File: config.mk
export PLATFORM = sky130hd
export DESIGN_NAME = comparador
export DESIGN_NICKNAME = d
export VERILOG_FILES = /design/src/rtl/comparador.sv
export SDC_FILE = /design/constraint.sdc
export NUM_CORES = 1
export LEC_CHECK = 0
export CORE_ASPECT_RATIO = 1.25
export CORE_UTILIZATION = 45
export CTS_BUF_LIST = sky130_fd_sc_hd__clkbuf_4 sky130_fd_sc_hd__clkbuf_8 sky130_fd_sc_hd__clkbuf_16
export CTS_CLUSTER_SIZE = 16
export DETAILED_ROUTE_END_ITERATION = 16
export GPL_TIMING_DRIVEN = 0
export HOLD_SLACK_MARGIN = 0.03
export PLACE_DENSITY = 0.76
export SYNTH_ARGS = -nofsm -noshare
export SYNTH_HDL_FRONTEND = slang
export SYNTH_SLANG_ARGS = --single-unit
File: constraint.sdc
create_clock -name clk -period 4.2 [get_ports clk]
set_input_delay 0.42 -clock clk [delete_from_list [all_inputs] [get_ports clk]]
set_output_delay 0.42 -clock clk [all_outputs]
set_load 0.02 [all_outputs]
File: src/rtl/comparador.sv
// comparador: four-input maximum detector for 7-bit unsigned counts.
// Every cycle it flags each channel whose count equals the largest of the
// four. Ties flag all tied channels, and an all-zero field flags none.
// Flags and the maximum are registered, giving exactly one cycle of latency.
// Optional feature macro: COMPARADOR_TIE_EN adds the registered Tie output,
// which is high when two or more flags are set.

module comparador (
   input  logic       clk,
   input  logic       rst,
   input  logic [6:0] BusA,
   input  logic [6:0] BusB,
   input  logic [6:0] BusC,
   input  logic [6:0] BusD,
   output logic       A,
   output logic       B,
   output logic       C,
   output logic       D,
`ifdef COMPARADOR_TIE_EN
   output logic       Tie,
`endif
   output logic [6:0] Max
);

   // Combinational compare tree.
   logic [6:0] w_max_ab;
   logic [6:0] w_max_cd;
   logic [6:0] w_max;
   logic       w_nonzero;
   logic       w_flag_a;
   logic       w_flag_b;
   logic       w_flag_c;
   logic       w_flag_d;

   // Registered results.
   logic       r_a;
   logic       r_b;
   logic       r_c;
   logic       r_d;
   logic [6:0] r_max;

   // Two-level maximum tree: pairwise maxima first, then the final maximum.
   always_comb begin
      // NOTE: every always_comb output gets a default first so that no path
      // leaves it unassigned, which would infer a latch.
      w_max_ab = BusA;
      w_max_cd = BusC;
      if (BusB > BusA) w_max_ab = BusB;
      if (BusD > BusC) w_max_cd = BusD;
      w_max = w_max_ab;
      if (w_max_cd > w_max_ab) w_max = w_max_cd;
   end

   // A channel wins when it equals the maximum, unless the maximum is zero.
   assign w_nonzero = (w_max != 7'd0);
   assign w_flag_a  = (BusA == w_max) && w_nonzero;
   assign w_flag_b  = (BusB == w_max) && w_nonzero;
   assign w_flag_c  = (BusC == w_max) && w_nonzero;
   assign w_flag_d  = (BusD == w_max) && w_nonzero;

   // Output register; synchronous reset has priority over the input data.
   always_ff @(posedge clk) begin
      // NOTE: sequential state uses non-blocking assignments so every register
      // samples its inputs from before the edge, independent of statement order.
      if (rst) begin
         r_a   <= 1'b0;
         r_b   <= 1'b0;
         r_c   <= 1'b0;
         r_d   <= 1'b0;
         r_max <= 7'd0;
      end else begin
         r_a   <= w_flag_a;
         r_b   <= w_flag_b;
         r_c   <= w_flag_c;
         r_d   <= w_flag_d;
         r_max <= w_max;
      end
   end

   assign A   = r_a;
   assign B   = r_b;
   assign C   = r_c;
   assign D   = r_d;
   assign Max = r_max;

`ifdef COMPARADOR_TIE_EN
   logic w_tie;
   logic r_tie;

   // Two or more flags set: true exactly when some pair of flags is set.
   assign w_tie = (w_flag_a & w_flag_b) | (w_flag_a & w_flag_c) |
                  (w_flag_a & w_flag_d) | (w_flag_b & w_flag_c) |
                  (w_flag_b & w_flag_d) | (w_flag_c & w_flag_d);

   // Tie register, aligned with the flag registers and cleared by reset.
   always_ff @(posedge clk) begin
      if (rst) r_tie <= 1'b0;
      else     r_tie <= w_tie;
   end

   assign Tie = r_tie;
`endif

endmodule

Yosys cells after proc, flatten, opt, wreduce, memory -nomap -nowiden
Cells that the tools add are included.
W data, S select, Z words.
{"block": "totals", "output_inout_bits": 11, "register_bits": 11, "elab_cells": 20, "in_bits": 30}
{"block": "op_classes", "order_cmp": 3, "eq_ne": 4, "reduce_logical": 5, "n_mux": 3}
{"operator": "$eq A7 B7 Y1", "n": 4}
{"operator": "$gt A7 B7 Y1", "n": 3}
{"operator": "$mux W7", "n": 3}
{"operator": "$reduce_bool A7 Y1", "n": 1}
{"operator": "$logic_and A1 B1 Y1", "n": 4}

Longest topological paths before layout
Gate-level depths: netlist of the first run.
{"block": "depth", "ltp_word": 6, "depth_mapped": 19, "mapped_depth_nobuf": 16}

Worst setup path after synthesis of the first run
No wires, ideal clock.
{"block": "synth_timing", "kind": "input -> register", "start": "in BusC[2]", "end": "reg r_a (netlist: A)", "path_stages": 18, "t_required_ns": 4.113, "setup_slack_ns": 0.134, "path_buffers": 2, "arrival_time_ns": 3.979, "setup_time_ns": 0.087, "cell_sequence": "inv_1 > ha_1 > a21oi_1 > a21oi_1 > o22ai_1 > buf_4 > mux2i_1 > inv_1 > ha_1 > a21o_1 > a221o_1 > a31oi_2 > or2_1 > buf_6 > mux2i_4 > xnor2_1 > a2111oi_2 > nor4b_2"}
{"block": "synth_between", "elab_chain_len": 6, "elab_cells_between_ends": 7, "cone_classes": "order compare: 2; eq/ne: 1; mux: 2; reduce/logical: 2"}
{"item": "from (decl)", "line_no": "13", "text": "input logic [6:0] BusC,"}
{"item": "$gt A7 B7 Y1", "line_no": "49", "text": "if (BusD > BusC) w_max_cd = BusD;"}
{"item": "$mux W7 (*)", "line_no": "49"}
{"item": "$gt A7 B7 Y1", "line_no": "51", "text": "if (w_max_cd > w_max_ab) w_max = w_max_cd;"}
{"item": "$mux W7 (*)", "line_no": "51"}
{"item": "$eq A7 B7 Y1 / $reduce_bool A7 Y1 (equally long branches)", "line_no": "56, 55"}
{"item": "$logic_and A1 B1 Y1 (*)", "line_no": "56", "text": "assign w_flag_a = (BusA == w_max) && w_nonzero;"}
{"item": "to (signal assigned)", "line_no": "72", "text": "r_a <= w_flag_a;"}
{"item": "to (decl)", "line_no": "36", "text": "logic r_a;"}
Every way passes the cells marked *; elsewhere a longest branch is shown, timed or not.
A chain may end at the register's enable or synchronous reset.

Worst setup path after layout of the first run
{"block": "layout_timing", "start": "in BusD[5]", "end": "reg r_d (netlist: D)"}
{"block": "layout_between", "elab_chain_len": 6, "elab_cells_between_ends": 7, "cone_classes": "order compare: 2; eq/ne: 1; mux: 2; reduce/logical: 2"}
{"item": "from (decl)", "line_no": "14", "text": "input logic [6:0] BusD,"}
{"item": "$gt A7 B7 Y1", "line_no": "49"}
{"item": "$mux W7", "line_no": "49"}
{"item": "$gt A7 B7 Y1", "line_no": "51"}
{"item": "$mux W7", "line_no": "51"}
{"item": "$eq A7 B7 Y1 / $reduce_bool A7 Y1 (equally long branches)", "line_no": "59, 55"}
{"item": "$logic_and A1 B1 Y1 (*)", "line_no": "59", "text": "assign w_flag_d = (BusD == w_max) && w_nonzero;"}
{"item": "to (signal assigned)", "line_no": "75", "text": "r_d <= w_flag_d;"}
{"item": "to (decl)", "line_no": "39", "text": "logic r_d;"}
Marks and branches as above.

==> results of run 1 <==
==> final cells by class <==
| class | instances | area (sq um) | share of cell area (%) |
|---|---|---|---|
| well taps | 37 | 46.29 | 1.947 |
| plain buffers | 5 | 56.30 | 2.368 |
| clock buffers | 4 | 48.80 | 2.053 |
| multi-input cells | 155 | 1481 | 62.32 |
| flip-flops and latches | 11 | 220.2 | 9.263 |
| inverters | 22 | 82.58 | 3.474 |
| repair buffers | 51 | 441.7 | 18.58 |
==> registers in the layout (all words and copies together), names as in the netlist <==
signal,flops
A,1
Max,7
D,1
B,1
C,1
==> power by group <==
| group | switching [mW] | internal, mW |
|---|---|---|
| registers | 0.00248 | 0.117 |
| clock network | 0.0351 | 0.0727 |
| logic | 0.267 | 0.250 |
==> repair_timing <==
item | 4_1_cts | 5_1_grt
endpoints found under the setup margin | 11 | 5
setup buffers | 9 | 2
resized for setup | 38 | 54
pin swaps | 4 | 5
==> final timing paths <==
| path | cells past startpoint | endpoint | start | slack, ns |
|---|---|---|---|---|
| hold / removal | 4 | C | BusC[6] | 0.55 |
| setup / recovery | 19 | D | BusD[5] | 0.12 |
==> placed cells by master (no fill, tap or decap), types with 7 or more instances in the layout <==
| master | synthesis | final |
|---|---|---|
| dlymetal6s2s_1 | 0 | 10 |
| clkbuf_2 | 0 | 12 |
| nor2_1 | 12 | 12 |
| a21oi_1 | 12 | 9 |
| dfxtp_1 | 11 | 11 |
| xnor2_1 | 25 | 24 |
| ha_4 | 0 | 7 |
| mux2i_4 | 1 | 8 |
| nand2_1 | 7 | 7 |
| inv_1 | 22 | 19 |
| clkdlybuf4s50_1 | 0 | 12 |
| mux2i_1 | 17 | 7 |
| buf_4 | 2 | 11 |
| ha_1 | 21 | 14 |
==> kinds of logic after synthesis <==
logic type / after synthesis / synth area share (%)
multiplexers: 21 / 14.49
buffers and inverters: 27 / 8.222
AO/OA/AOI/OAI: 35 / 15.35
AND/OR/NAND/NOR: 53 / 18.01
adder cells (fa/ha/maj): 21 / 16.44
XOR/XNOR: 25 / 13.70
flip-flops: 11 / 13.78
==> tightest hold or removal path, stage by stage <==
cell and delay (ns):
clkbuf_2 0.12, xnor2_1 0.08, nand4_1 0.07, nor3_1 0.05
==> layer usage <==
metal | global-route usage, % | vias to the layer above | part of all wire, %
met2 | 45.93 | 74 | 52
met3 | 3.358 | 10 | 4.1
li1 | - | 810 | -
met5 | 0 | - | 0
met1 | 27.70 | 789 | 42
met4 | 8.750 | 0 | 1.8
==> metrics by stage <==
step / std cells / total power, mW / hold slack, ns / setup slack [ns] / TNS (ns)
finish: 285 / 0.7439 / 0.5467 / 0.1231 / 0
global route: 285 / 0.7966 / 0.5456 / -0.02398 / -0.04472
CTS: 283 / 0.7063 / 0.7061 / 0.001672 / 0
detailed placement: 270 / 0.5493 / 0.9929 / -0.9141 / -6.588
global placement: 270 / 0.5456 / 0.9883 / -0.8938 / -6.519
floorplan: 193 / 0.4289 / 0.4924 / 0.1337 / 0
==> impl_metrics.tcl, run 1 <==
set metrics [dict create \
    crit_buf_inv 5 \
    clock.fmax_mhz 245.3 \
    setup_violations 0 \
    synth_most_common_cell "xnor2_1" \
    die_h_um 68.62 \
    post-route-min-period_ns 4.077 \
    drtIter0Drc 91 \
    tightest_slew_ns 0.6540 \
    grt_antenna_before_repair 0 \
    core-area_sq_mm 0.003309 \
    placed_cell_area_sq_mm 0.002044 \
    ir_worst_vdd_mv 0.3946 \
    cp.required_ns 4.35 \
    die_x_um 55.30 \
    cp_top_family "compound AO/OA/AOI/OAI gates" \
    powerDensity_mw_per_mm2 312.9 \
    synth-edff-count 0 \
    slew_viol_final 0 \
    cts.path.max_buffers 2 \
    numCtsBuffers 3 \
    post-route-period-util_pct 97.07 \
    status "finished, final reports clean" \
    synthFlopType "dfxtp_1" \
    synth_area_per_cell_sq_um 8.279 \
    first_pass_iters 4 \
    cap_viol_max_count 0 \
    cts_sinks 11 \
    portBuffers 40 \
    slew_headroom_pct 55.15 \
    crit_arrival_ns 4.23 \
    vias_per_cell 5.905 \
    synth_nets 244 \
    critPathLaunchType "input port" \
    postCtsHoldBufs 0 \
    slowest_delay_ns 0.36 \
    synthTopCellsByArea "ha_1 (16%), dfxtp_1 (14%), xnor2_1 (14%), mux2i_1 (11%), inv_1 (5.2%)" \
    final_util_pct 71.83 \
    grt_max_degree 11 \
    grt_overflow_total 0 \
    syn_to_final_growth_pct 48.79 \
    fillers 259 \
    die-area_sq_mm 0.003794 \
    synth_top_area_cell "ha_1" \
    power.leakage_nw 1.049 \
    cts_root_buf "clkbuf_8" \
    ys_types 39 \
    nets 300 \
    ios 41 \
    slowest_stage "a221o_1" \
    final_antenna_net_count 0 \
    clk_pin_slew_worst_paths_ns 0.04 \
    hold_path.class "in -> reg" \
    synthTopCellsByCount "xnor2_1 (25), inv_1 (22), ha_1 (21)" \
    crit_type "in -> reg" \
    yosysWarningCount 0 \
    end_kind "register" \
    async_flop_share_pct 0 \
    drive_gt1_share_pct 27.82 \
    start_util_pct 48.28 \
    grt_pass1_wl_um 7231 \
    gp_congestion 0.8977 \
    synth_top_area_share_pct 16.44 \
    drt-wirelength-per-cell_um 16.24 \
    cts_tree "done" \
    path_cells "dlygate4sd2_1 > ha_1 > nand4_1 > a21oi_2 > o22ai_2 > buf_6 > mux2i_4 > inv_1 > ha_4 > a21o_1 > a221o_1 > a31oi_4 > or2_1 > buf_6 > mux2i_4 > buf_4 > xnor2_1 > nand4_1 > nor3_2" \
    hold_viol 0 \
    netlist_instances 193 \
    wl_um 4628 \
    grt_pass1_vias 1575 \
    num_rows 23 \
    critical_path.max_fanout 6 \
    ys_ff_latch 11 \
    cts_max_level 1 \
    drc_errors 0 \
    place_hpwl_um 3200 \
    num_vias 1683 \
    syn_area_sq_mm 0.001598 \
    ys_seq_area_share_pct 13.78 \
    finish.instance_area_sq_mm 0.002377 \
    track_usage_pct 24.09 \
    n_antenna_cell 0 \
]
Note: power is estimated with default switching activity, not from simulation.
==> run 2: changes to the inputs <==
Settings changed: SKIP_CTS_REPAIR_TIMING set to 1.
==> impl_metrics.tcl, run 2 (synthesis results as in run 1) <==
set metrics [dict create \
    core-area_sq_mm 0.003309 \
    cp.required_ns 4.35 \
    drt-wirelength-per-cell_um 16.66 \
    cap_viol_max_count 0 \
    slew_headroom_pct 67.46 \
    num_rows 23 \
    final_util_pct 74.10 \
    cts_sinks 11 \
    cts_tree "done" \
    layout_commonest_cell "xnor2_1" \
    critical_path.max_fanout 8 \
    drive_gt1_share_pct 25.50 \
    start_util_pct 48.28 \
    first_pass_iters 4 \
    drtIter0Drc 91 \
    grt_overflow_total 0 \
    grt_max_degree 11 \
    status "finished, final reports clean" \
    die_h_um 68.62 \
    ios 41 \
    instances_no_fill 288 \
    place_hpwl_um 3200 \
    crit_type "in -> reg" \
    syn_to_final_growth_pct 53.48 \
    critPathLaunchType "input port" \
    multi_input_comb_area_sq_mm 0.001458 \
    cts.path.max_buffers 2 \
    ir_worst_vdd_mv 0.3791 \
    die_x_um 55.30 \
    hold_path.class "in -> reg" \
    fillers 243 \
    slew_viol_final 0 \
    clock.fmax_mhz 243.8 \
    track_usage_pct 21.68 \
    largest_register_ffs 7 \
    setup-tns-final_ns 0 \
    tightest_slew_ns 0.4746 \
    cts_max_level 1 \
    nets 303 \
    numCtsBuffers 3 \
    vias_per_cell 5.983 \
    power.leakage_nw 1.164 \
    clk_pin_slew_worst_paths_ns 0.05 \
    final_cell_mix "xnor2_1 (24), dlymetal6s2s_1 (22), inv_1 (19)" \
    powerDensity_mw_per_mm2 315.8 \
    wl_um 4797 \
    dp.cells 270 \
    end_kind "register" \
    gp_congestion 0.8977 \
    die-area_sq_mm 0.003794 \
    grt_antenna_before_repair 0 \
    hold_viol 0 \
    portBuffers 40 \
    drc_errors 0 \
    post-route-min-period_ns 4.102 \
    cts_root_buf "clkbuf_8" \
    n_antenna_cell 0 \
    grt_pass1_vias 1434 \
    seqCellArea_sq_um 220.2 \
    crit_arrival_ns 4.25 \
    setup_violations 0 \
    num_vias 1723 \
    grt_pass1_wl_um 6472 \
    post-route-period-util_pct 97.68 \
    final_antenna_net_count 0 \
]
==> run 2: cell count changes in the layout (fill, tap and decap cells not counted), sizes merged <==
cell           previous run  this run
buf                      16        19
clkbuf                   16         8
clkdlybuf4s15             1         0
clkdlybuf4s50            12        14
dlygate4sd2               5         0
dlymetal6s2s             10        22
==> run 2: worst max-delay path: stages <==
cell	delay, ns
clkdlybuf4s50_1	0.54
ha_1	0.25
nand3b_1	0.16
a21oi_2	0.17
o22ai_2	0.11
buf_6	0.16
buf_4	0.15
mux2i_2	0.18
ha_1	0.32
nand2_1	0.09
o21ai_1	0.24
a31oi_4	0.13
or2_1	0.23
buf_6	0.14
buf_4	0.13
nor2_1	0.17
nor2_1	0.09
a2111oi_2	0.33
nor4b_2	0.22
==> run 2: where the power goes <==
part           internal [mW]  switching, mW  leakage [nW]
Combinational          0.270          0.277          1.05
Clock                 0.0728         0.0361        0.0262
Sequential             0.117        0.00237        0.0906
==> run 2: final cells by class <==
type | instances | area share (%)
Clock buffer | 4 | 1.990
Inverter | 22 | 3.367
Multi-Input combinational cell | 155 | 59.44
Sequential cell | 11 | 8.980
Tap cell | 37 | 1.888
Timing Repair Buffer | 54 | 22.04
Buffer | 5 | 2.296
==> run 2: per-stage QoR <==
step	area (sq um)	total power, mW	hold slack (ns)	worst slack, ns
after floorplan	1598	0.4289	0.4924	0.1337
after global placement	2044	0.5456	0.9883	-0.8938
after detailed placement	2044	0.5493	0.9929	-0.9141
after CTS	2093	0.6599	0.7591	-0.6814
after global routing	2452	0.8206	0.5591	-0.08819
final	2452	0.7744	0.5545	0.09752
==> run 2: final timing paths <==
check / cells past startpoint / from / slack, ns / endpoint
worst min-delay path: 4 / BusC[6] / 0.55 / C
worst max-delay path: 19 / BusA[0] / 0.1 / A
==> run 2: per-layer routing <==
layer | global-route usage, % | vias up | share of wire [%]
met5 | 0 | - | 0
met3 | 3.731 | 17 | 4.3
li1 | - | 821 | -
met1 | 25.56 | 810 | 40
met2 | 39.16 | 75 | 52
met4 | 9.375 | 0 | 2.8
==> run 3: changes to the inputs <==
Settings changed: CAP_MARGIN set to 0, CORE_UTILIZATION 45 to 46, CTS_BUF_LIST sky130_fd_sc_hd__clkbuf_4 sky130_fd_sc_hd__clkbuf_8 sky130_fd_sc_hd__clkbuf_16 to sky130_fd_sc_hd__clkbuf_8, PLACE_DENSITY 0.76 to 0.78.
==> impl_metrics.tcl, run 3 (synthesis results as in run 1) <==
set metrics [dict create \
    status "finished, final reports clean" \
    grt_pass1_wl_um 6458 \
    drc_errors 0 \
    cts.path.max_buffers 2 \
    ios 41 \
    place_hpwl_um 3294 \
    slowest_stage "a221o_1" \
    power.leakage_nw 1.144 \
    end_kind "register" \
    crit_arrival_ns 4.26 \
    clk_pin_slew_worst_paths_ns 0.05 \
    numCtsBuffers 3 \
    num_vias 1692 \
    slew_headroom_pct 67.57 \
    grt_overflow_total 0 \
    cp.depth 19 \
    tightest_slew_ns 0.4729 \
    final_cell_mix "xnor2_1 (25), dlymetal6s2s_1 (21), inv_1 (20)" \
    setup-tns-final_ns 0 \
    core-area_sq_mm 0.003252 \
    portBuffers 40 \
    num_rows 23 \
    cp_top_family "compound AO/OA/AOI/OAI gates" \
    nets 302 \
    die-area_sq_mm 0.003715 \
    fillers 244 \
    die_h_um 67.89 \
    cts_max_level 1 \
    hold_depth 4 \
    track_usage_pct 23.54 \
    post-route-period-util_pct 98.17 \
    syn_to_final_growth_pct 50.35 \
    drive_gt1_share_pct 25.20 \
    crit_type "in -> reg" \
    critPathLaunchType "input port" \
    die_x_um 54.72 \
    critical_path.max_fanout 7 \
    slew_viol_final 0 \
    ir_worst_vdd_mv 0.3263 \
    cts_tree "done" \
    largest_register_ffs 7 \
    path_cells "clkbuf_2 > inv_1 > ha_1 > a21oi_1 > o21ai_1 > o22ai_2 > buf_6 > mux2i_4 > inv_1 > ha_4 > a21o_1 > a221o_1 > a31oi_4 > or2_1 > buf_6 > mux2i_4 > xnor2_1 > a2111oi_2 > nor4b_2" \
    hold_viol 0 \
    cts_sinks 11 \
    hold_path.class "in -> reg" \
    post-route-min-period_ns 4.123 \
    cp.required_ns 4.34 \
    gp_congestion 0.9204 \
    wl_um 4615 \
    total_power_mw 0.7368 \
    cap_viol_max_count 0 \
    start_util_pct 49.13 \
    grt_max_degree 11 \
    layout_commonest_cell "xnor2_1" \
    cts_root_buf "clkbuf_8" \
    first_pass_iters 4 \
    slowest_delay_ns 0.38 \
    powerDensity_mw_per_mm2 306.7 \
    grt_setup_unrepaired "true" \
    clock.fmax_mhz 242.5 \
    grt_antenna_before_repair 0 \
    vias_per_cell 5.895 \
    setup_violations 0 \
    n_antenna_cell 0 \
    drtIter0Drc 55 \
    final_antenna_net_count 0 \
    grt_pass1_vias 1480 \
    crit_buf_inv 5 \
    drt-wirelength-per-cell_um 16.08 \
]
==> run 3: layout make-up <==
class	count	area (sq um)	area share, %
Buffer	5	56.30	2.344
Clock buffer	3	41.29	1.719
Clock inverter	1	3.754	0.1563
Inverter	22	82.58	3.438
Multi-Input combinational cell	155	1436	59.79
Sequential cell	11	220.2	9.167
Tap cell	37	46.29	1.927
Timing Repair Buffer	53	515.5	21.46
==> run 3: per-stage QoR <==
stage	std cells	util [%]	cell area, sq um	hold slack, ns	setup WS (ns)
after global placement	270	62.87	2044	0.9921	-0.8956
after floorplan	193	-	1598	0.4924	0.1337
after CTS	274	64.26	2090	0.7460	-0.6962
after global routing	287	73.87	2402	0.5795	-0.1038
final	287	73.87	2402	0.5502	0.07669
after detailed placement	270	62.87	2044	0.9761	-0.9138
==> run 3: final timing paths <==
check | to | slack (ns) | startpoint
max | A | 0.08 | BusC[6]
min | C | 0.55 | BusC[6]
==> run 3: power breakdown <==
group	leakage [nW]	switching, mW	total, mW	internal [mW]
Combinational	1.03	0.263	0.520	0.257
Clock	0.0269	0.0338	0.0975	0.0636
Sequential	0.0906	0.00259	0.119	0.117
Total	1.14	0.300	0.737	0.437
==> run 3: metal layers <==
layer  wire length, um  GRT usage (%)  up-vias
met3               266          1.333        8
met4                78          11.54        0
met2              2451          40.96       75
met5                 0              0        -
met1              1819          28.29      795
li1                  -              -      814
==> run 3: worst min-delay path, delay by kind of cell <==
kind | cells | cell delay [ns]
buffers and inverters | 1 | 0.11
xor gates and xnor gates | 1 | 0.08
and+or+nand+nor | 2 | 0.12
